**src/rtl/psec_spi_pkg.sv**
```systemverilog
// Shared constants, FSM state encodings and address classification for the
// PSEC SPI configuration register bank.
package psec_spi_pkg;

    localparam int DEF_ADDR_W = 7;
    localparam int DEF_DATA_W = 8;

    // Frame FSM state encodings
    localparam logic [1:0] ST_IDLE = 2'd0;
    localparam logic [1:0] ST_CMD  = 2'd1;
    localparam logic [1:0] ST_DATA = 2'd2;

    // How an address behaves for reads and writes
    typedef enum logic [1:0] {
        K_RW   = 2'd0,
        K_INST = 2'd1,
        K_STAT = 2'd2,
        K_NONE = 2'd3
    } addr_kind_t;

    // Classify an address. The instruction address wins over the status
    // address, and both win over the plain implemented-register range.
    function automatic addr_kind_t addr_kind(
        input logic [31:0] addr,
        input logic [31:0] num_regs,
        input logic [31:0] inst_addr,
        input logic [31:0] stat_addr
    );
        addr_kind_t k;
        if (addr == inst_addr) begin
            k = K_INST;
        end else if (addr == stat_addr) begin
            k = K_STAT;
        end else if (addr < num_regs) begin
            k = K_RW;
        end else begin
            k = K_NONE;
        end
        return k;
    endfunction

endpackage

```
**src/rtl/psec_spi_frame.sv**
```systemverilog
// SPI frame engine: command/data FSM, bit counter, rx/tx shifters,
// address latch with auto-increment and truncated-frame error counter.
// The host presents one bit per spi_clk rising edge while cs is low.
module psec_spi_frame
    import psec_spi_pkg::*;
#(
    parameter int ADDR_W = DEF_ADDR_W,
    parameter int DATA_W = DEF_DATA_W
) (
    input  logic              spi_clk,
    input  logic              rstn,
    input  logic              cs,
    input  logic              pico,
    input  logic [DATA_W-1:0] rdata,
    output logic              word_valid,
    output logic [DATA_W-1:0] word,
    output logic [ADDR_W-1:0] addr,
    output logic              is_write,
    output logic [ADDR_W-1:0] rd_addr,
    output logic              poci,
    output logic [7:0]        err_cnt
);

    localparam int CNT_MAX = (ADDR_W > DATA_W) ? ADDR_W : DATA_W;
    localparam int CNT_W   = $clog2(CNT_MAX + 1);

    logic [1:0]        state_r;
    logic [CNT_W-1:0]  bit_cnt_r;
    logic [DATA_W-2:0] rx_r;
    logic [DATA_W-2:0] tx_r;
    logic [ADDR_W-1:0] addr_r;
    logic              is_write_r;
    logic              poci_r;
    logic [7:0]        err_cnt_r;

    logic              cmd_last_s;
    logic              word_last_s;
    logic              trunc_s;
    logic [DATA_W-1:0] word_s;
    logic [ADDR_W-1:0] rd_addr_s;
    logic              load_s;

    // Decode the current edge: last command bit, last word bit, truncation,
    // and the address whose read data must be loaded on this edge.
    always_comb begin
        cmd_last_s  = 1'b0;
        word_last_s = 1'b0;
        trunc_s     = 1'b0;
        word_s      = {rx_r, pico};
        rd_addr_s   = addr_r + {{(ADDR_W-1){1'b0}}, 1'b1};
        if (state_r == ST_CMD) begin
            cmd_last_s = (bit_cnt_r == CNT_W'(ADDR_W));
            rd_addr_s  = {addr_r[ADDR_W-2:0], pico};
            trunc_s    = 1'b1;
        end else if (state_r == ST_DATA) begin
            word_last_s = (bit_cnt_r == CNT_W'(DATA_W - 1));
            trunc_s     = (bit_cnt_r != {CNT_W{1'b0}});
        end else begin
            cmd_last_s  = 1'b0;
            word_last_s = 1'b0;
            trunc_s     = 1'b0;
        end
    end

    assign load_s = !cs && !is_write_r && (cmd_last_s || word_last_s);

    // Frame FSM, counters, shifters and address tracking
    always_ff @(posedge spi_clk or negedge rstn) begin
        if (!rstn) begin
            state_r    <= ST_IDLE;
            bit_cnt_r  <= {CNT_W{1'b0}};
            rx_r       <= {(DATA_W-1){1'b0}};
            addr_r     <= {ADDR_W{1'b0}};
            is_write_r <= 1'b0;
        end else if (cs) begin
            // cs high always ends the frame; nothing is committed on this edge
            state_r   <= ST_IDLE;
            bit_cnt_r <= {CNT_W{1'b0}};
        end else begin
            case (state_r)
                ST_IDLE: begin
                    state_r    <= ST_CMD;
                    is_write_r <= pico;
                    bit_cnt_r  <= CNT_W'(1);
                end
                ST_CMD: begin
                    addr_r <= {addr_r[ADDR_W-2:0], pico};
                    if (cmd_last_s) begin
                        state_r   <= ST_DATA;
                        bit_cnt_r <= {CNT_W{1'b0}};
                    end else begin
                        bit_cnt_r <= bit_cnt_r + CNT_W'(1);
                    end
                end
                ST_DATA: begin
                    rx_r <= word_s[DATA_W-2:0];
                    if (word_last_s) begin
                        bit_cnt_r <= {CNT_W{1'b0}};
                        addr_r    <= addr_r + {{(ADDR_W-1){1'b0}}, 1'b1};
                    end else begin
                        bit_cnt_r <= bit_cnt_r + CNT_W'(1);
                    end
                end
                default: begin
                    state_r   <= ST_IDLE;
                    bit_cnt_r <= {CNT_W{1'b0}};
                end
            endcase
        end
    end

    // Read data serialiser: load on command end / word end, else shift MSB first
    always_ff @(posedge spi_clk or negedge rstn) begin
        if (!rstn) begin
            poci_r <= 1'b0;
            tx_r   <= {(DATA_W-1){1'b0}};
        end else if (load_s) begin
            poci_r <= rdata[DATA_W-1];
            tx_r   <= rdata[DATA_W-2:0];
        end else if (!cs && !is_write_r && (state_r == ST_DATA)) begin
            poci_r <= tx_r[DATA_W-2];
            tx_r   <= tx_r << 1;
        end else begin
            poci_r <= 1'b0;
        end
    end

    // Saturating count of frames ended mid-command or mid-word
    always_ff @(posedge spi_clk or negedge rstn) begin
        if (!rstn) begin
            err_cnt_r <= 8'd0;
        end else if (cs && trunc_s && (err_cnt_r != 8'hFF)) begin
            err_cnt_r <= err_cnt_r + 8'd1;
        end else begin
            err_cnt_r <= err_cnt_r;
        end
    end

    assign word_valid = !cs && word_last_s;
    assign word       = word_s;
    assign addr       = addr_r;
    assign is_write   = is_write_r;
    assign rd_addr    = rd_addr_s;
    assign poci       = poci_r;
    assign err_cnt    = err_cnt_r;

endmodule

```
**src/rtl/psec_spi_regbank.sv**
```systemverilog
// PSEC SPI configuration register bank: register array, address decode,
// per-register write strobes, self-clearing instruction pulses and readback mux.
module psec_spi_regbank
    import psec_spi_pkg::*;
#(
    parameter int ADDR_W    = DEF_ADDR_W,
    parameter int DATA_W    = DEF_DATA_W,
    parameter int NUM_REGS  = 16,
    parameter int INST_ADDR = 3,
    parameter int STAT_ADDR = 10,
    parameter logic [NUM_REGS*DATA_W-1:0] RESET_VAL = '0
) (
    input  logic                       spi_clk,
    input  logic                       rstn,
    input  logic                       cs,
    input  logic                       pico,
    output logic                       poci_spi,
    input  logic [DATA_W-1:0]          status_i,
    output logic [NUM_REGS*DATA_W-1:0] regs_o,
    output logic [NUM_REGS-1:0]        wr_strobe_o,
    output logic [DATA_W-1:0]          inst_pulse_o,
    output logic [7:0]                 frame_err_cnt
);

    logic [DATA_W-1:0]   regs_r [NUM_REGS];
    logic [NUM_REGS-1:0] wr_strobe_r;
    logic [DATA_W-1:0]   inst_pulse_r;

    logic                word_valid_s;
    logic [DATA_W-1:0]   word_s;
    logic [ADDR_W-1:0]   addr_s;
    logic                is_write_s;
    logic [ADDR_W-1:0]   rd_addr_s;
    logic [DATA_W-1:0]   rdata_s;
    logic [DATA_W-1:0]   rd_reg_s;
    logic [NUM_REGS-1:0] wr_sel_s;
    logic                inst_sel_s;
    addr_kind_t          wr_kind_s;
    addr_kind_t          rd_kind_s;

    psec_spi_frame #(
        .ADDR_W (ADDR_W),
        .DATA_W (DATA_W)
    ) u_frame (
        .spi_clk    (spi_clk),
        .rstn       (rstn),
        .cs         (cs),
        .pico       (pico),
        .rdata      (rdata_s),
        .word_valid (word_valid_s),
        .word       (word_s),
        .addr       (addr_s),
        .is_write   (is_write_s),
        .rd_addr    (rd_addr_s),
        .poci       (poci_spi),
        .err_cnt    (frame_err_cnt)
    );

    assign wr_kind_s = addr_kind(32'(addr_s), 32'(NUM_REGS), 32'(INST_ADDR), 32'(STAT_ADDR));
    assign rd_kind_s = addr_kind(32'(rd_addr_s), 32'(NUM_REGS), 32'(INST_ADDR), 32'(STAT_ADDR));

    // Write decode: one-hot register select and instruction select for this edge
    always_comb begin
        wr_sel_s   = {NUM_REGS{1'b0}};
        inst_sel_s = 1'b0;
        if (word_valid_s && is_write_s) begin
            inst_sel_s = (wr_kind_s == K_INST);
            for (int a = 0; a < NUM_REGS; a++) begin
                wr_sel_s[a] = (wr_kind_s == K_RW) && (32'(addr_s) == 32'(a));
            end
        end else begin
            wr_sel_s   = {NUM_REGS{1'b0}};
            inst_sel_s = 1'b0;
        end
    end

    // Readback mux; status is sampled live at load time
    always_comb begin
        rd_reg_s = {DATA_W{1'b0}};
        rdata_s  = {DATA_W{1'b0}};
        for (int a = 0; a < NUM_REGS; a++) begin
            if (32'(rd_addr_s) == 32'(a)) begin
                rd_reg_s = regs_r[a];
            end else begin
                rd_reg_s = rd_reg_s;
            end
        end
        case (rd_kind_s)
            K_RW:    rdata_s = rd_reg_s;
            K_STAT:  rdata_s = status_i;
            default: rdata_s = {DATA_W{1'b0}};
        endcase
    end

    // Register array with per-word reset image
    always_ff @(posedge spi_clk or negedge rstn) begin
        if (!rstn) begin
            for (int a = 0; a < NUM_REGS; a++) begin
                regs_r[a] <= RESET_VAL[a*DATA_W +: DATA_W];
            end
        end else begin
            for (int a = 0; a < NUM_REGS; a++) begin
                if (wr_sel_s[a]) begin
                    regs_r[a] <= word_s;
                end else begin
                    regs_r[a] <= regs_r[a];
                end
            end
        end
    end

    // One-cycle write strobes and instruction pulses following a commit
    always_ff @(posedge spi_clk or negedge rstn) begin
        if (!rstn) begin
            wr_strobe_r  <= {NUM_REGS{1'b0}};
            inst_pulse_r <= {DATA_W{1'b0}};
        end else begin
            wr_strobe_r  <= wr_sel_s;
            inst_pulse_r <= inst_sel_s ? word_s : {DATA_W{1'b0}};
        end
    end

    for (genvar g = 0; g < NUM_REGS; g++) begin : g_flat
        assign regs_o[g*DATA_W +: DATA_W] = regs_r[g];
    end

    assign wr_strobe_o  = wr_strobe_r;
    assign inst_pulse_o = inst_pulse_r;

endmodule

```
**config.mk**
```make
export PLATFORM = sky130hd
export DESIGN_NAME = psec_spi_regbank
export DESIGN_NICKNAME = d
export VERILOG_FILES = /design/src/rtl/psec_spi_pkg.sv /design/src/rtl/psec_spi_frame.sv /design/src/rtl/psec_spi_regbank.sv
export SDC_FILE = /design/constraint.sdc
export NUM_CORES = 1
export LEC_CHECK = 0
export CAP_MARGIN = 10
export CORE_AREA = 2 2 145 147
export DETAILED_ROUTE_END_ITERATION = 10
export DIE_AREA = 0 0 147 149
export PLACE_DENSITY = 0.7
export SYNTH_ARGS = -nofsm -noshare
export SYNTH_HDL_FRONTEND = slang
export SYNTH_SLANG_ARGS = --single-unit
```
**constraint.sdc**
```tcl
create_clock -name spi_clk -period 3.3 [get_ports spi_clk]
set_input_delay 0.66 -clock spi_clk [delete_from_list [all_inputs] [get_ports spi_clk]]
set_output_delay 0.66 -clock spi_clk [all_outputs]
set_load 0.01 [all_outputs]
```
==> flow_metrics.py, run 1 <==
metrics = {
    "run_status": {
        "outcome": "complete, no violations",
    },
    "yosys": {
        "synth_ff_type": "dfrtp_1",
        "synth_edf_count": 0,
        "synthMuxAreaShare": 0.1856,
        "synth_fa_ha_area_frac": 0.009698,
        "synth_xor_area_frac": 0.01067,
        "synth_top_family_by_area": "multiplexers",
        "synth_compound_area_frac": 0.1359,
        "synthSimpleGateAreaFrac": 0.1002,
        "ys_warn_count": 0,
        "synth.avg_cell_area_sq_um": 11.67,
        "yosysUniqueCellTypes": 68,
        "async_flop_share": 1.000,
        "synthCells": 774,
        "syn_area_sq_um": 9031,
        "synth-seq-cells": 189,
        "ys_seq_area_frac": 0.5237,
    },
    "timing": {
        "setup_tns_ns": 0,
        "report.final.slew_viol_count": 0,
        "hold_viol": 0,
        "clock-skew-final_ns": 0.01303,
        "maxSlewHeadroom": 0.4226,
        "worst_pin_slew_ns": 0.8661,
        "rsz0062_at_grt": "no",
        "finalSetupViolations": 0,
        "finalCriticalPeriod_ns": 3.134,
        "clock.fmax_mhz": 319.1,
        "period_share": 0.9497,
    },
    "cts": {
        "insertion_delay_ns": 0.44,
        "cts_buffer_depth": 2,
        "holdBufCountCts": 0,
        "numCtsBuffers": 17,
        "cts_setup_buffers": 0,
        "cts_resized": 0,
        "cts_sinks": 189,
        "cts_root_buf": "clkbuf_16",
        "cts_tree": "built",
        "clk_pin_slew_ns": 0.08,
        "h-tree-depth": 4,
    },
    "critical_path": {
        "cp.required_ns": 3.60,
        "cp-start-kind": "flip-flop",
        "timing.rr.end": "u_frame.poci",
        "critPathCaptureType": "flip-flop",
        "r2r_start": "u_frame.addr[0]",
        "reg2regPathDepth": 9,
        "critical_path_class": "reg2reg",
        "regToRegSetupSlack_ns": 0.17,
        "critPathArrivalTime_ns": 3.43,
        "critPathMaxFanout": 9,
    },
    "power": {
        "peakVddDrop_v": 0.0003765,
        "power.density_nw_per_um2": 480.7,
        "leakagePower_nw": 5.289,
        "finalPower_mw": 5.730,
    },
    "final_layout": {
        "post-route-util": 0.5799,
        "drive_gt1_frac": 0.2469,
        "ff_latch_area_sq_um": 4730,
        "nNetsFinal": 978,
        "syn2layout_area_growth_pct": 32.00,
        "layoutNonFillerInstCount": 1247,
        "antenna_cells_inserted": 0,
        "fillers": 1730,
        "multi_input_area_sq_um": 4006,
    },
    "routing": {
        "ant_nets": 0,
        "drt_pre_antenna_iters": 6,
        "wl_um": 29700,
        "vias": 7372,
        "wl_per_cell_um": 23.82,
        "route.detailed.drc": 0,
        "drt_first_iter_violations": 811,
        "via_per_inst": 5.912,
    },
    "place": {
        "routabilityCongestion": 0.9637,
        "placed_cells": 1215,
        "numPortBuffers": 172,
        "place_hpwl_um": 21210,
    },
    "global_route": {
        "grt_max_degree": 68,
        "antenna_found_initial": 0,
        "grt_usage": 0.2720,
        "grt_pass1_vias": 7392,
        "grt-ovfl-total": 0,
        "grt_pass1_wl_um": 44800,
    },
    "floorplanning": {
        "dieHeight_um": 149,
        "row_count": 53,
        "ios": 173,
        "die_area_sq_um": 21900,
        "core_sq_um": 20560,
        "dieWidth_um": 147,
        "initial_core_util": 0.4393,
    },
    "worst_hold_path": {
        "worstHoldPathType": "in2async",
    },
    "job": {
        "max_cap_viol_count": 0,
    },
}
==> per-layer routing <==
| layer | global-route usage | share of wire | wire, um |
|---|---|---|---|
| met1 | 0.3764 | 0.43 | 12700 |
| met2 | 0.4244 | 0.46 | 13790 |
| met3 | 0.05535 | 0.077 | 2289 |
| met4 | 0.1072 | 0.031 | 925 |
| met5 | 0 | 0 | 0 |
==> area by class of cell <==
cell class                      instances  area share
Sequential cell                       189      0.3967
Multi-Input combinational cell        512      0.3361
Timing Repair Buffer                  226      0.1819
Clock buffer                           18     0.03684
Tap cell                              275     0.02886
Clock inverter                         14     0.01553
Inverter                               13    0.004093
==> synth_stat cells (11+ instances only) <==
library cell	n	area, sq um
a21oi_1	34	170.2
buf_2	13	65.06
clkbuf_1	44	165.2
dfrtp_1	189	4730
inv_1	12	45.04
mux2_2	131	1475
mux2i_1	19	190.2
nand2_1	41	153.9
nand3_1	17	85.08
nor2_1	37	138.9
nor2_2	13	81.33
nor3_1	11	55.05
o21ai_0	15	75.07
==> cell families after synthesis <==
family	Yosys count
compound gates	166
xor+xnor	11
fa+ha+maj	7
buf+inv	74
flops	189
mux	151
other cells	1
simple gates	175
==> cell usage in the layout (no fill, tap or decap), types with 17 or more instances in the layout <==
cell type	count
a21oi_1	34
buf_4	51
clkbuf_16	17
clkdlybuf4s50_1	171
dfrtp_1	189
mux2_2	131
mux2i_1	19
nand2_1	41
nand3_1	17
nor2_1	37
==> where the power goes <==
part	total (mW)	switching [mW]	internal, mW
registers	2.47	0.0954	2.37
logic	1.15	0.691	0.456
clock network	2.12	1.06	1.06
total	5.73	1.85	3.88
==> sequential cells by signal, summed over array words and instances (netlist names) <==
name	count
u_frame.addr	7
u_frame.poci	1
regs_o	128
u_frame.bit_cnt_r	4
u_frame.err_cnt	8
wr_strobe_o	16
u_frame.state_r	2
u_frame.tx_r	7
u_frame.is_write	1
u_frame.rx_r	7
inst_pulse_o	8
==> critical path, stage by stage (launching register included) <==
cell and delay, ns:
dfrtp_1 0.44, clkinv_1 0.13, ha_1 0.40, mux2i_1 0.44
buf_4 0.28, mux2_2 0.36, a221oi_1 0.27, o41ai_1 0.15
a221oi_1 0.38, o211ai_1 0.16
==> stage by stage <==
step           cell area (sq um)  setup WS (ns)  hold WS [ns]
2_1_floorplan               9035         0.3659        0.3644
3_3_place_gp               11300         0.2043        0.4184
3_5_place_dp               11300         0.1540        0.4165
4_1_cts                    11920         0.1944        0.2533
5_1_grt                    11920        0.08368        0.2690
6_report                   11920         0.1661        0.2256
==> worst max-delay path by stage <==
stage,start,slack (ns),endpoint,cells past startpoint
floorplan,u_frame.addr[0],0.37,u_frame.tx_r[0],11
global placement,pico,0.20,u_frame.tx_r[3],9
detailed placement,pico,0.15,u_frame.tx_r[3],9
CTS,u_frame.addr[0],0.19,u_frame.poci,9
global route,u_frame.addr[0],0.08,u_frame.poci,9
finish,u_frame.addr[0],0.17,u_frame.poci,9
No activity file was read; power rests on OpenSTA's default activity.
==> run 2: changes to the inputs <==
--- a/config.mk
+++ b/config.mk
@@ -9,6 +9,7 @@
 export CORE_AREA = 2 2 145 147
 export DETAILED_ROUTE_END_ITERATION = 10
 export DIE_AREA = 0 0 147 149
+export GPL_TIMING_DRIVEN = 0
 export PLACE_DENSITY = 0.7
 export SYNTH_ARGS = -nofsm -noshare
 export SYNTH_HDL_FRONTEND = slang
==> run 2 against run 1 <==
  * Via count is 0.66% higher
  * Register-to-register slack lost 0.09 ns
  * Clock power is 2% lower
  * Sequential power about the same
  * Cell area shrank 0.55%
  * Sequential share of layout area grew 0.22 points
  * Critical path type is now in2reg
  * Critical endpoint is now u_frame.tx_r[2]
  * Largest cell class unchanged
  * Largest power group unchanged
  * Highest routed layer unchanged
==> flow_metrics.py, run 2 (synthesis gave the netlist of run 1 again) <==
metrics = {
    "place": {
        "post_dp_cell_area_sq_um": 11130,
        "place_hpwl_um": 20670,
        "routabilityCongestion": 0.9377,
        "numPortBuffers": 172,
    },
    "timing": {
        "finalCriticalPeriod_ns": 3.234,
        "hold_viol": 0,
        "timing.hold.ws_ns": 0.2629,
        "finalSetupViolations": 0,
        "maxSlewHeadroom": 0.2198,
        "report.final.slew_viol_count": 0,
        "clock-skew-final_ns": 0.01011,
        "clock.fmax_mhz": 309.2,
        "period_share": 0.9801,
        "worst_pin_slew_ns": 1.160,
        "setup_tns_ns": 0,
        "rsz0062_at_grt": "no",
    },
    "floorplanning": {
        "row_count": 53,
        "die_area_sq_um": 21900,
        "ios": 173,
        "dieHeight_um": 149,
        "dieWidth_um": 147,
        "initial_core_util": 0.4393,
        "core_sq_um": 20560,
    },
    "cts": {
        "cts_sinks": 189,
        "clk_pin_slew_ns": 0.08,
        "numCtsBuffers": 17,
        "cts_buffer_depth": 2,
        "h-tree-depth": 4,
        "cts_root_buf": "clkbuf_16",
        "cts_tree": "built",
        "insertion_delay_ns": 0.45,
    },
    "final_layout": {
        "final_common_cell": "dfrtp_1",
        "most-common-layout-cells": "189 x dfrtp_1, 171 x clkdlybuf4s50_1, 131 x mux2_2",
        "antenna_cells_inserted": 0,
        "largest_register_ffs": 128,
        "drive_gt1_frac": 0.2307,
        "stdcell_area_sq_um": 11860,
        "nNetsFinal": 990,
        "syn2layout_area_growth_pct": 31.28,
    },
    "worst_hold_path": {
        "worstHoldPathType": "in2async",
    },
    "global_route": {
        "grt_pass1_vias": 7256,
        "grt_pass1_wl_um": 43940,
        "antenna_found_initial": 0,
        "grt_usage": 0.2670,
        "grt_max_degree": 101,
        "grt-ovfl-total": 0,
    },
    "routing": {
        "ant_nets": 0,
        "drt_pre_antenna_iters": 5,
        "drt_first_iter_violations": 653,
        "wl_um": 29120,
        "route.detailed.drc": 0,
        "wl_per_cell_um": 23.13,
        "vias": 7421,
        "via_per_inst": 5.894,
    },
    "critical_path": {
        "crit_cells": 9,
        "cpPeakStageDelay_ns": 0.59,
        "critPathCaptureType": "flip-flop",
        "crit_chain": "clkdlybuf4s50_1 > buf_2 > or3b_1 > o22ai_2 > a222oi_1 > o211a_1 > o32ai_1 > nand3_1 > a31oi_1",
        "cp_slowest_cell": "o22ai_2",
        "critPathMaxFanout": 10,
        "reg2regPathDepth": 10,
        "critical_path_class": "in2reg",
        "cp_num_buf_inv": 2,
        "cp_top_family": "compound AO/OA/AOI/OAI gates",
        "cp-start-kind": "primary input",
        "critPathArrivalTime_ns": 3.60,
        "cp.required_ns": 3.67,
    },
    "power": {
        "leakagePower_nw": 5.190,
        "peakVddDrop_v": 0.0003995,
        "finalPower_mw": 5.742,
        "power.density_nw_per_um2": 484.3,
    },
    "job": {
        "max_cap_viol_count": 0,
    },
    "run_status": {
        "outcome": "complete, no violations",
    },
}
## run 2: cell types whose count changed in the layout (fill, tap and decap cells not counted), moves of 2 or more
cell / change
clkbuf_1: +35
clkbuf_8: -2
nor2_2: +2
clkinv_8: -2
buf_4: -44
buf_12: -3
clkbuf_4: +3
clkinv_4: +3
clkbuf_2: +6
nor2_1: -2
buf_2: +13
## run 2: final timing paths
| path | startpoint | endpoint | slack [ns] |
|---|---|---|---|
| max | pico | u_frame.tx_r[2] | 0.07 |
| min | rstn | wr_strobe_o[13] | 0.26 |
| max reg2reg | u_frame.addr[0] | u_frame.poci | 0.08 |
| min reg2reg | regs_o[87] | regs_o[87] | 0.50 |
| max in group asynchronous | rstn | regs_o[1] | 2.13 |
| min in group spi_clk | regs_o[87] | regs_o[87] | 0.50 |
## run 2: layout make-up
cell class	instances	area [sq um]
Fill cell	1770	8701
Sequential cell	189	4730
Multi-Input combinational cell	512	4060
Timing Repair Buffer	178	1792
Clock buffer	18	429.2
Tap cell	275	344.1
Buffer	60	275.3
Clock inverter	14	172.7
Inverter	13	53.80
## run 2: stage by stage
stage	setup WS [ns]	util	instances
2_1_floorplan	0.3659	-	775
3_3_place_gp	-6.409	0.5400	1222
3_5_place_dp	-0.8764	0.5416	1223
4_1_cts	0.03628	0.5739	1256
5_1_grt	0.0004510	0.5768	1259
6_report	0.06575	0.5768	1259
## run 2: what timing repair did
item,4_1_cts,5_1_grt
gates resized for setup,19,15
hold buffers,0,0
pin swaps,3,0
buffers inserted,2,3
endpoints found under the setup margin,8,7
## run 2: metal layers
metal,vias to the layer above,global-route usage,part of all wire
met2,359,0.4228,0.48
li1,3262,-,-
met3,52,0.05902,0.084
met4,0,0.1034,0.028
met1,3748,0.3621,0.41
met5,-,0,0
## run 2: worst register-to-register path: cells and delay by family, from the launching register on
family          cells  cell delay [ns]
simple gates        2             0.34
buf+inv             2             0.41
compound gates      5             1.56
fa+ha+maj           1             0.39
flops               1             0.41
## run 2: report_power, final
part / total, mW / leakage, nW / internal, mW / switching [mW]
logic: 1.22 / 2.33 / 0.425 / 0.797
registers: 2.44 / 2.57 / 2.37 / 0.0685
clock network: 2.08 / 0.290 / 1.03 / 1.05
==> run 3: changes to the inputs <==
--- a/config.mk
+++ b/config.mk
@@ -6,11 +6,13 @@
 export NUM_CORES = 1
 export LEC_CHECK = 0
 export CAP_MARGIN = 10
-export CORE_AREA = 2 2 145 147
+export CELL_PAD_IN_SITES_DETAIL_PLACEMENT = 1
+export CELL_PAD_IN_SITES_GLOBAL_PLACEMENT = 1
+export CORE_AREA = 2 2 152 154
 export DETAILED_ROUTE_END_ITERATION = 10
-export DIE_AREA = 0 0 147 149
+export DIE_AREA = 0 0 154 156
 export GPL_TIMING_DRIVEN = 0
-export PLACE_DENSITY = 0.7
+export PLACE_DENSITY_LB_ADDON = 0.1
 export SYNTH_ARGS = -nofsm -noshare
 export SYNTH_HDL_FRONTEND = slang
 export SYNTH_SLANG_ARGS = --single-unit
==> run 3 against run 2 <==
  * Critical path depth is 1 higher
  * Sequential share of layout area is 0.42 points lower
  * Sequential power hardly changed
  * Total power is 4.2% higher
  * Global-route usage is 1.4 points higher
  * Clock power is 7% higher
  * Non-clock buffer count is 1 higher
==> flow_metrics.py, run 3 (synthesis gave the netlist of run 1 again) <==
metrics = {
    "timing": {
        "clock.fmax_mhz": 312.4,
        "finalSetupViolations": 0,
        "clock-skew-final_ns": 0.007769,
        "maxSlewHeadroom": 0.1561,
        "rsz0062_at_grt": "yes",
        "report.final.slew_viol_count": 0,
        "worst_pin_slew_ns": 1.254,
        "finalWorstSetupSlack_ns": 0.09933,
        "period_share": 0.9699,
        "hold_viol": 0,
        "finalCriticalPeriod_ns": 3.201,
    },
    "routing": {
        "top_layer": "met4",
        "wl_per_cell_um": 25.96,
        "ant_nets": 0,
        "met1Wirelength_um": 13940,
        "drt_pre_antenna_iters": 6,
        "drt_first_iter_violations": 647,
        "wl_met2_um": 16190,
        "wl_um": 32940,
        "via_per_inst": 5.857,
        "route.detailed.drc": 0,
        "vias": 7433,
        "route.met3.wl_um": 1971,
    },
    "final_layout": {
        "drive_gt1_frac": 0.2378,
        "fillers": 2344,
        "syn2layout_area_growth_pct": 32.71,
        "antenna_cells_inserted": 0,
        "final_common_cell": "dfrtp_1",
        "post-route-util": 0.5359,
        "most-common-layout-cells": "188 x dfrtp_1, 171 x clkdlybuf4s50_1, 131 x mux2_2",
        "nNetsFinal": 991,
        "largest_register_ffs": 128,
        "stdcell_area_sq_um": 11990,
    },
    "cts": {
        "h-tree-depth": 4,
        "cts_tree": "built",
        "cts_buffer_depth": 2,
        "insertion_delay_ns": 0.45,
        "cts_sinks": 189,
        "cts_root_buf": "clkbuf_16",
        "numCtsBuffers": 17,
        "clk_pin_slew_ns": 0.08,
        "holdBufCountCts": 0,
    },
    "floorplanning": {
        "initial_core_util": 0.4038,
        "dieHeight_um": 156,
        "row_count": 55,
        "ios": 173,
        "die_area_sq_um": 24020,
        "dieWidth_um": 154,
        "core_sq_um": 22370,
    },
    "worst_hold_path": {
        "worstHoldPathType": "in2async",
    },
    "power": {
        "finalPower_mw": 5.980,
        "power.density_nw_per_um2": 499.0,
        "power.share.clock": 0.372,
        "p_int_mw": 3.989,
        "peakVddDrop_v": 0.0003697,
        "p_comb_frac": 0.220,
        "leakagePower_nw": 5.231,
        "pwr-share-seq": 0.408,
        "p_sw_frac": 0.3330,
        "switchingPower_mw": 1.991,
    },
    "global_route": {
        "grt_max_degree": 100,
        "grt_usage": 0.2808,
        "grt-ovfl-total": 0,
        "antenna_found_initial": 1,
        "grt_pass1_wl_um": 50140,
        "grt_pass1_vias": 8009,
    },
    "place": {
        "place_hpwl_um": 23130,
        "post_dp_cell_area_sq_um": 11150,
        "routabilityCongestion": 0.8914,
        "pre_cts_slack_ns": -1.296,
        "numPortBuffers": 172,
    },
    "critical_path": {
        "cp.required_ns": 3.64,
        "critPathArrivalTime_ns": 3.54,
        "regToRegSetupSlack_ns": 0.1,
        "critPathCaptureType": "flip-flop",
        "critical_path_class": "reg2reg",
        "critPathMaxFanout": 10,
        "cp-start-kind": "flip-flop",
    },
    "run_status": {
        "outcome": "complete, no violations",
    },
    "job": {
        "max_cap_viol_count": 0,
    },
}
-- run 3: power groups by stage --
stage / combinational (mW) / clock [mW] / sequential, mW
2_1_floorplan: 0.679 / 0 / 2.49
3_3_place_gp: 1.16 / 0 / 2.49
3_5_place_dp: 1.17 / 0 / 2.49
4_1_cts: 1.24 / 2.24 / 2.44
5_1_grt: 1.40 / 2.34 / 2.46
6_report: 1.31 / 2.22 / 2.44
-- run 3: final cells by class --
| type | count | area, sq um | share of cell area |
|---|---|---|---|
| multi-input combinational | 512 | 4100 | 0.3421 |
| buffer | 60 | 289.0 | 0.02412 |
| tap | 285 | 356.6 | 0.02975 |
| inverter | 13 | 53.80 | 0.004489 |
| sequential | 189 | 4731 | 0.3947 |
| clock buffer | 17 | 425.4 | 0.03549 |
| clock inverter | 14 | 205.2 | 0.01712 |
| timing repair buffer | 179 | 1824 | 0.1522 |
-- run 3: final timing paths --
kind,from,end,cells past startpoint
max in group asynchronous,rstn,regs_o[78],2
worst min register to register,regs_o[86],regs_o[86],1
worst max-delay path,u_frame.addr[0],u_frame.tx_r[0],10
worst min-delay path,rstn,u_frame.err_cnt[5],1
min in group spi_clk,regs_o[86],regs_o[86],1
worst max register to register,u_frame.addr[0],u_frame.tx_r[0],10
-- run 3: per-layer routing --
metal / vias up / GRT usage
li1: 3241 / -
met3: 52 / 0.05889
met5: - / 0
met1: 3902 / 0.3683
met4: 0 / 0.09390
met2: 238 / 0.4659
-- run 3: per-stage QoR --
stage	setup TNS, ns	cells	hold slack, ns
final	0	1269	0.2538
after global routing	-0.04490	1269	0.3138
after CTS	0	1267	0.2900
after detailed placement	-8.322	1233	0.4802
after global placement	-1254.26	1232	0.4737
after floorplan	0	775	0.3644
-- run 3: worst max-delay path, cell delays in order (launching register included) --
cell,delay [ns]
dfrtp_1,0.42
clkbuf_4,0.27
clkinv_4,0.16
ha_2,0.40
mux2i_1,0.25
buf_6,0.22
mux2_2,0.37
a222oi_1,0.36
o21ai_2,0.16
a311oi_2,0.37
o21ai_1,0.11
-- run 3: timing repair --
item                       CTS  global route
setup endpoints to repair    8            10
buffers inserted             4             2
pin swaps                    2             1
gates resized for setup     27            19
gates cloned                 0             0
